--- src/rtl/aftab_mul_sequencer.sv ---
// Sequencer in front of a multi-cycle Booth multiplier: operand extension per
// RISC-V M op, launch/wait handshake, and a one-entry product cache.
module aftab_mul_sequencer #(
  parameter int XLEN = 32
) (
  input  logic              clk,
  input  logic              rst,
  input  logic              req_valid,
  output logic              req_ready,
  input  logic [1:0]        op,
  input  logic [XLEN-1:0]   rs1,
  input  logic [XLEN-1:0]   rs2,
  output logic              mul_start,
  output logic [XLEN:0]     mul_M,
  output logic [XLEN:0]     mul_Q,
  input  logic              mul_done,
  input  logic [2*XLEN+1:0] mul_P,
  output logic [XLEN-1:0]   result,
  output logic              result_valid
);

  localparam logic [1:0] OP_MUL   = 2'b00;
  localparam logic [1:0] OP_MULHU = 2'b11;

  typedef enum logic [1:0] {
    S_IDLE,
    S_LAUNCH,
    S_WAIT,
    S_DONE
  } state_t;

  state_t              state;
  logic [1:0]          op_q;
  logic                sign1_q;
  logic                sign2_q;

  logic                c_valid;
  logic [XLEN-1:0]     c_rs1;
  logic [XLEN-1:0]     c_rs2;
  logic                c_sign1;
  logic                c_sign2;
  logic [2*XLEN-1:0]   c_prod;

  logic                sign1;
  logic                sign2;
  logic                accept;
  logic                tag_match;
  logic                hit;

  // Bits above 2*XLEN-1 of the Booth product carry only sign extension.
  logic                unused_p_hi;
  assign unused_p_hi = ^mul_P[2*XLEN+1:2*XLEN];

  assign sign1     = (op != OP_MULHU);
  assign sign2     = ~op[1];
  assign accept    = req_valid && req_ready && (state == S_IDLE);
  assign tag_match = c_valid && (rs1 == c_rs1) && (rs2 == c_rs2);
  // The low word is independent of operand signedness, so MUL ignores sign tags.
  assign hit       = tag_match &&
                     ((op == OP_MUL) || ((sign1 == c_sign1) && (sign2 == c_sign2)));

  function automatic logic [XLEN-1:0] pick_word(input logic [1:0] sel,
                                                input logic [2*XLEN-1:0] prod);
    if (sel == OP_MUL) return prod[XLEN-1:0];
    else               return prod[2*XLEN-1:XLEN];
  endfunction

  always_ff @(posedge clk or posedge rst) begin
    if (rst) begin
      state        <= S_IDLE;
      req_ready    <= 1'b0;
      mul_start    <= 1'b0;
      mul_M        <= '0;
      mul_Q        <= '0;
      result       <= '0;
      result_valid <= 1'b0;
      op_q         <= '0;
      sign1_q      <= 1'b0;
      sign2_q      <= 1'b0;
      c_valid      <= 1'b0;
      c_rs1        <= '0;
      c_rs2        <= '0;
      c_sign1      <= 1'b0;
      c_sign2      <= 1'b0;
      c_prod       <= '0;
    end else begin
      mul_start    <= 1'b0;
      result_valid <= 1'b0;
      req_ready    <= 1'b0;
      case (state)
        S_IDLE: begin
          req_ready <= 1'b1;
          if (accept) begin
            req_ready <= 1'b0;
            op_q      <= op;
            sign1_q   <= sign1;
            sign2_q   <= sign2;
            mul_M     <= {sign1 & rs1[XLEN-1], rs1};
            mul_Q     <= {sign2 & rs2[XLEN-1], rs2};
            if (hit) begin
              result       <= pick_word(op, c_prod);
              result_valid <= 1'b1;
              state        <= S_DONE;
            end else begin
              mul_start <= 1'b1;
              state     <= S_LAUNCH;
            end
          end
        end
        // A done flag seen while launching belongs to no request of ours.
        S_LAUNCH: state <= S_WAIT;
        S_WAIT: begin
          if (mul_done) begin
            c_valid      <= 1'b1;
            c_rs1        <= mul_M[XLEN-1:0];
            c_rs2        <= mul_Q[XLEN-1:0];
            c_sign1      <= sign1_q;
            c_sign2      <= sign2_q;
            c_prod       <= mul_P[2*XLEN-1:0];
            result       <= pick_word(op_q, mul_P[2*XLEN-1:0]);
            result_valid <= 1'b1;
            state        <= S_DONE;
          end
        end
        S_DONE: begin
          req_ready <= 1'b1;
          state     <= S_IDLE;
        end
        default: state <= S_IDLE;
      endcase
    end
  end

endmodule

--- config.mk ---
export PLATFORM = sky130hd
export DESIGN_NAME = aftab_mul_sequencer
export DESIGN_NICKNAME = d
export VERILOG_FILES = /design/src/rtl/aftab_mul_sequencer.sv
export SDC_FILE = /design/constraint.sdc
export NUM_CORES = 1
export LEC_CHECK = 0
export ABC_AREA = 1
export CORE_MARGIN = 3
export CORE_UTILIZATION = 33
export CTS_CLUSTER_DIAMETER = 120
export DETAILED_ROUTE_END_ITERATION = 6
export RECOVER_POWER = 50
export SLEW_MARGIN = 5
export SYNTH_ARGS = -nofsm -noshare
export SYNTH_HDL_FRONTEND = slang
export SYNTH_SLANG_ARGS = --single-unit
--- constraint.sdc ---
create_clock -name clk -period 9.6 [get_ports clk]
set_input_delay 0.96 -clock clk [delete_from_list [all_inputs] [get_ports clk]]
set_output_delay 0.96 -clock clk [all_outputs]
set_load 0.02 [all_outputs]
==> results by group, run 1 <==
STA
  • Max Freq: 175 MHz
  • Max-slew violations: 172
  • Slew @ Worst Pin: 3.29 ns
  • Hold Fails Final Rpt: 0
  • RSZ-0062 raised after global routing: no
  • Fin Setup TNS: 0 ns
  • Clock skew: 0.0117 ns
  • Fin crit share: 0.596
  • Final Critical Period: 5.72 ns
  • Final setup vio count: 0
  • Setup ws final: 3.88 ns
  • Relative max-transition margin: -1.20

Die
  • Num rows: 65
  • Initial Utilization: 0.339
  • Die width: 188 µm
  • Core area: 0.0320 mm²
  • Die span in y: 188 µm
  • Die ar.: 0.0352 mm²
  • # IOs: 237

Clocking
  • Post-cts sizing count: 0
  • Clock Latency Late Sink: 0.53 ns
  • CTS root buf: clkbuf_16
  • Count of clock tree sinks: 238
  • CTS Hold Bufs: 0
  • Post-CTS Setup Inserts: 0
  • TritonCTS clock tree: done
  • CTS H-tree lvls: 1
  • Worst-path clk slew: 0.06 ns
  • CTS Buffer Depth: 3
  • TritonCTS buffer count: 28

Setup path
  • Critical path class: reg -> reg
  • Crit path arrival time: 6.13 ns
  • R2r setup slk: 3.88 ns
  • CP Launch Type: register
  • R2R depth: 6
  • RR Startpoint: state[0]$_DFFE_PP0P_
  • Reg2reg end: c_rs2[9]$_DFFE_PP0P_
  • CP required: 10.00 ns
  • Max Fanout on Critical Path: 74
  • CP endpoint kind: register

Layout
  • P&R area growth vs syn: 32.5%
  • Final design utilization: 0.450
  • Final net count: 1,597
  • Most frequent cells in the layout: 327 x nand2_1, 238 x dfrtp_1, 149 x nor2_1
  • Antenna cells: 0
  • Layout cells sized above 1: 0.0984
  • Commonest non-fill, non-tap cell in the layout: nand2_1

Synth
  • Seq cells post-synth: 238
  • Synth Warn #: 0
  • Leading area contributor after synthesis: dfrtp_1
  • Mapped Cells: 1,243
  • Syn_nets: 1,382
  • Yosys cell types: 25
  • Post-synth top area share: 0.548
  • Average size of a mapped cell: 8.75 µm²
  • Synth area leaders: dfrtp_1 55%, nand2_1 11%, mux2_2 8.4%, o21ai_0 5.9%, nor2_1 5.2%
  • Syn Std Cell Area: 0.0109 mm²
  • Post-synthesis sequential area ratio: 0.548

Job
  • Total of max-cap violations: 4

Power
  • Pwr Density: 331 mW/mm²
  • Leak: 6.95 nW
  • Worst ir drop on vdd: 212 µV

Hold path
  • Worst Hold Depth: 2
  • Min-delay src: c_valid$_DFFE_PP0P_
  • Hold crit path type: reg -> reg
  • Worst Hold Endpoint: c_valid$_DFFE_PP0P_

Run status
  • Failing checks: max-capacitance violations, max-slew violations
  • Outcome: complete, but fails checks

Route
  • DR iter-0 viols: 569
  • Post-Route WL: 31,700 µm
  • Drt first pass iters: 5
  • Post-route ant nets: 0
  • DRC violations left: 0
  • Drt wl/cell: 16.6 µm
  • Vias: 9,105
  • Mean number of vias per cell: 4.77

Place
  • # port buffers: 234
  • DP HPWL: 20,700 µm
  • Gpl congestion: 0.780
  • Pre-CTS setup slack: 5.82 ns

Global route
  • Gr usage total: 0.177
  • First-pass GRT wire length: 50,700 µm
  • Busiest grt layer: met2
  • Met1 Use GR: 0.237
  • Routing usage on met2: 0.288
  • Initial antenna violation count: 2
  • Vias in the first global route: 9,123
  • GRT overflow: 0
  • Global Route met3 Usage: 0.0509
  • Pin count of the biggest net entering global routing: 124
[area by class of cell]
class / count / area [µm²]
flip-flops and latches: 238 / 5960
multi-input cells: 834 / 4230
clock inverters: 6 / 35.0
inverters: 110 / 422
well taps: 435 / 544
clock buffers: 40 / 807
fillers: 3169 / 17600
repair buffers: 246 / 2420
[power breakdown]
| part | internal [mW] | switching (mW) |
|---|---|---|
| sequential | 1.49 | 0.274 |
| combinational | 0.834 | 1.18 |
| clock | 0.577 | 0.412 |
| total | 2.90 | 1.87 |
[registers in the layout, summed over array words and instances, names as in the netlist, 2 cells and up]
| signal | flops |
|---|---|
| mul_M | 33 |
| c_rs2 | 32 |
| result | 32 |
| c_rs1 | 32 |
| mul_Q | 33 |
| op_q | 2 |
| c_prod | 64 |
| state | 2 |
[metrics by stage]
step	total power [mW]	area [µm²]	cells	hold slack [ns]
2_1_floorplan	3.05	10900	1243	0.422
4_1_cts	4.90	14400	1909	0.455
5_1_grt	5.14	14400	1909	0.488
3_5_place_dp	3.88	13600	1863	0.441
6_report	4.77	14400	1909	0.453
3_3_place_gp	3.83	13600	1863	0.434
[how the worst max path moves through the flow]
| stage | endpoint | cells after the start | start |
|---|---|---|---|
| 2_1_floorplan | c_prod[0]$_DFFE_PP0P_ | 1 | rst |
| 4_1_cts | c_rs2[19]$_DFFE_PP0P_ | 4 | rst |
| 3_3_place_gp | result[15]$_DFFE_PP0P_ | 4 | rst |
| 6_report | c_rs2[9]$_DFFE_PP0P_ | 6 | state[0]$_DFFE_PP0P_ |
| 3_5_place_dp | mul_Q[7]$_DFFE_PP0P_ | 4 | rst |
| 5_1_grt | result_valid$_DFF_PP0_ | 6 | state[0]$_DFFE_PP0P_ |
[worst max-delay path: stages, from the launching register on]
cell and delay [ns]:
dfrtp_1 0.35, inv_1 0.08, ha_1 0.19, clkbuf_1 0.68, nand2_1 1.36, clkbuf_1 2.41
mux2_2 0.50
[Yosys cell counts, drive strengths merged]
cell type,count
nor2,152
inv,110
a21oi,49
nand3,37
nand4,2
dfrtp,238
o21a,1
o21ai,136
buf,31
o22ai,32
nand2,329
mux2,81
ha,3
o21bai,1
clkbuf,30
xnor2,11
[routing by layer]
metal  vias to the layer above  routed length, µm
met5                         -                 22
met4                         4                600
met3                        45               2710
met2                       310              14400
met1                      4319              14100
li1                       4427                  -
[kinds of logic after synthesis]
logic type | count (synthesis) | synth area share
fa+ha+maj | 3 | 0.00345
buf+inv | 171 | 0.0643
compound gates | 219 | 0.105
simple gates | 520 | 0.186
flops | 238 | 0.548
mux | 81 | 0.0839
xor+xnor | 11 | 0.00886
Power figures use the tool's default switching activity.
==> run 2: changes to the inputs <==
==> constraint.sdc (replaced) <==
create_clock -name clk -period 5.3 [get_ports clk]
set_input_delay 0.53 -clock clk [delete_from_list [all_inputs] [get_ports clk]]
set_output_delay 0.53 -clock clk [all_outputs]
set_load 0.02 [all_outputs]
==> results by group, run 2 (synthesized netlist as in run 1, its figures left out) <==
Clocking
  • Worst-path clk slew: 0.06 ns (about the same)
  • Post-CTS Setup Inserts: 0 (unchanged)
  • CTS root buf: clkbuf_16
  • TritonCTS buffer count: 27 (-3.6%)
  • Count of clock tree sinks: 238 (unchanged)
  • CTS Buffer Depth: 3 (unchanged)
  • CTS Hold Bufs: 0 (unchanged)
  • TritonCTS clock tree: done
  • Clock Latency Late Sink: 0.53 ns (about the same)
  • CTS H-tree lvls: 1 (unchanged)
  • Post-cts sizing count: 0 (unchanged)

Layout
  • Layout cells sized above 1: 0.105 (+0.00664)
  • Finished Cell Area: 0.0145 mm² (+0.95%)
  • P&R area growth vs syn: 33.8%
  • Most frequent cells in the layout: 326 x nand2_1, 238 x dfrtp_1, 189 x clkdlybuf4s50_1
  • Antenna cells: 0 (unchanged)
  • Commonest non-fill, non-tap cell in the layout: nand2_1
  • Final design utilization: 0.454 (+0.00429)
  • Largest Register: c_prod
  • Max reg flops: 64 (unchanged)
  • Final net count: 1,597 (unchanged)
  • Top flop regs: c_prod x64, mul_M x33, mul_Q x33

Place
  • # port buffers: 234 (unchanged)
  • Gpl congestion: 0.781 (+0.21%)
  • DP HPWL: 20,800 µm (+0.83%)
  • Placed inst area: 0.0136 mm² (+0.16%)

Run status
  • Outcome: complete, but fails checks
  • Failing checks: max-capacitance violations, max-slew violations

Route
  • Drt first pass iters: 4 (-1)
  • Post-Route WL: 31,700 µm (about the same)
  • Wire length on met2: 14,000 µm (-2.7%)
  • Post-route ant nets: 0 (unchanged)
  • DR iter-0 viols: 506 (-11%)
  • Vias: 9,044 (-0.67%)
  • Highest Signal Layer: met5
  • WL met3: 2520 µm (-7.0%)
  • Met1 WL: 14,500 µm (+3.0%)
  • Drt wl/cell: 16.6 µm (-0.20%)
  • Mean number of vias per cell: 4.73 (-0.77%)
  • DRC violations left: 0 (unchanged)

Global route
  • Vias in the first global route: 9,177 (+0.59%)
  • Gr usage total: 0.177 (-0.000343)
  • GRT overflow: 0 (unchanged)
  • First-pass GRT wire length: 50,500 µm (-0.31%)
  • Pin count of the biggest net entering global routing: 129 (+4.0%)
  • Initial antenna violation count: 5 (+3)

STA
  • Fin Setup TNS: 0 ns (unchanged)
  • Final setup vio count: 0 (unchanged)
  • Clock skew: 0.0151 ns (+0.00342 ns)
  • Final Critical Period: 3.02 ns (-2.70 ns)
  • Hold Fails Final Rpt: 0 (unchanged)
  • Fin crit share: 0.569 (-0.0268)
  • RSZ-0062 raised after global routing: no
  • Relative max-transition margin: -0.589 (+0.607)
  • Hold slack: 0.385 ns (-0.0673 ns)
  • Slew @ Worst Pin: 2.38 ns (-0.910 ns)
  • Max-slew violations: 44 (-74%)
  • Max Freq: 331 MHz (+90%)

Setup path
  • CP endpoint kind: register
  • Critical path class: reg -> reg
  • Crit-path cells: inv_1 -> ha_1 -> inv_1 -> nor2_2 -> buf_4 -> clkinv_2 -> buf_4 -> nand2_1 -> o21ai_0
  • Max Fanout on Critical Path: 60 (-19%)
  • CP Launch Type: register
  • Critical path startpoint: state[0]$_DFFE_PP0P_
  • Crit path arrival time: 3.40 ns (-2.73 ns)
  • CP required: 5.68 ns (-4.32 ns)
  • CP max stage delay: 0.70 ns (-1.71 ns)
  • RR Startpoint: state[0]$_DFFE_PP0P_
  • Slowest CP cell: clkinv_2

Job
  • Total of max-cap violations: 1 (-3)

Die
  • Die span in y: 188 µm (unchanged)
  • Initial Utilization: 0.339 (unchanged)
  • Num rows: 65 (unchanged)
  • Core area: 0.0320 mm² (unchanged)
  • Die width: 188 µm (unchanged)
  • # IOs: 237 (unchanged)
  • Die ar.: 0.0352 mm² (unchanged)

Power
  • Sw power: 3.38 mW (+81%)
  • Combinational share of power: 0.415 (-0.007)
  • Switch share: 0.380 (-0.0108)
  • Worst ir drop on vdd: 290 µV (+37%)
  • Sequential group share of total power: 0.362 (-0.008)
  • Clock power frac: 0.223 (+0.016)
  • Pwr Density: 610 mW/mm² (+84%)
  • Int Pwr: 5.50 mW (+89%)
  • Leak: 6.96 nW (+0.14%)

Hold path
  • Hold crit path type: in -> async
run 2: metal layers:
layer  GRT usage  up-vias
met5           0        -
met4      0.0433       10
met3      0.0510       47
met2       0.280      253
met1       0.240     4313
li1            -     4421
run 2: area by class of cell:
| class | instances | area, µm² |
|---|---|---|
| tap | 435 | 544 |
| inverter | 110 | 415 |
| clock buffer | 38 | 797 |
| sequential | 238 | 5960 |
| fill | 3152 | 17500 |
| timing repair buffer | 247 | 2460 |
| multi-input combinational | 834 | 4230 |
| clock inverter | 9 | 145 |
run 2: through the flow:
step | power [mW] | cells | setup slack [ns]
floorplan | 5.53 | 1243 | 1.65
global placement | 6.93 | 1864 | 2.00
detailed placement | 7.03 | 1864 | 1.98
CTS | 9.05 | 1911 | 2.20
global route | 9.54 | 1911 | 1.97
finish | 8.88 | 1911 | 2.28
run 2: final timing paths:
| check | slack [ns] | endpoint | depth (start not counted) |
|---|---|---|---|
| setup / recovery | 2.28 | mul_M[24]$_DFFE_PP0P_ | 9 |
| hold / removal | 0.39 | result[27]$_DFFE_PP0P_ | 2 |
| setup reg to reg | 2.28 | mul_M[24]$_DFFE_PP0P_ | 9 |
| hold reg to reg | 0.45 | c_valid$_DFFE_PP0P_ | 2 |
| max in group asynchronous | 2.43 | c_prod[46]$_DFFE_PP0P_ | 3 |
| min in group clk | 0.45 | c_valid$_DFFE_PP0P_ | 2 |
run 2: power by group through the flow:
stage / clock network (mW) / logic (mW) / registers, mW
after floorplan: 0 / 1.98 / 3.56
after global placement: 0 / 3.72 / 3.21
after detailed placement: 0 / 3.78 / 3.24
after CTS: 2.04 / 3.79 / 3.22
after global routing: 2.12 / 4.10 / 3.33
final: 1.98 / 3.68 / 3.21
run 2: worst max-delay path: cells and delay by family, from the launching register on:
family                   cells  cell delay, ns
buffers and inverters        5            1.85
adder cells (fa/ha/maj)      1            0.27
flip-flops                   1            0.38
AO/OA/AOI/OAI                1            0.09
AND/OR/NAND/NOR              2            0.24
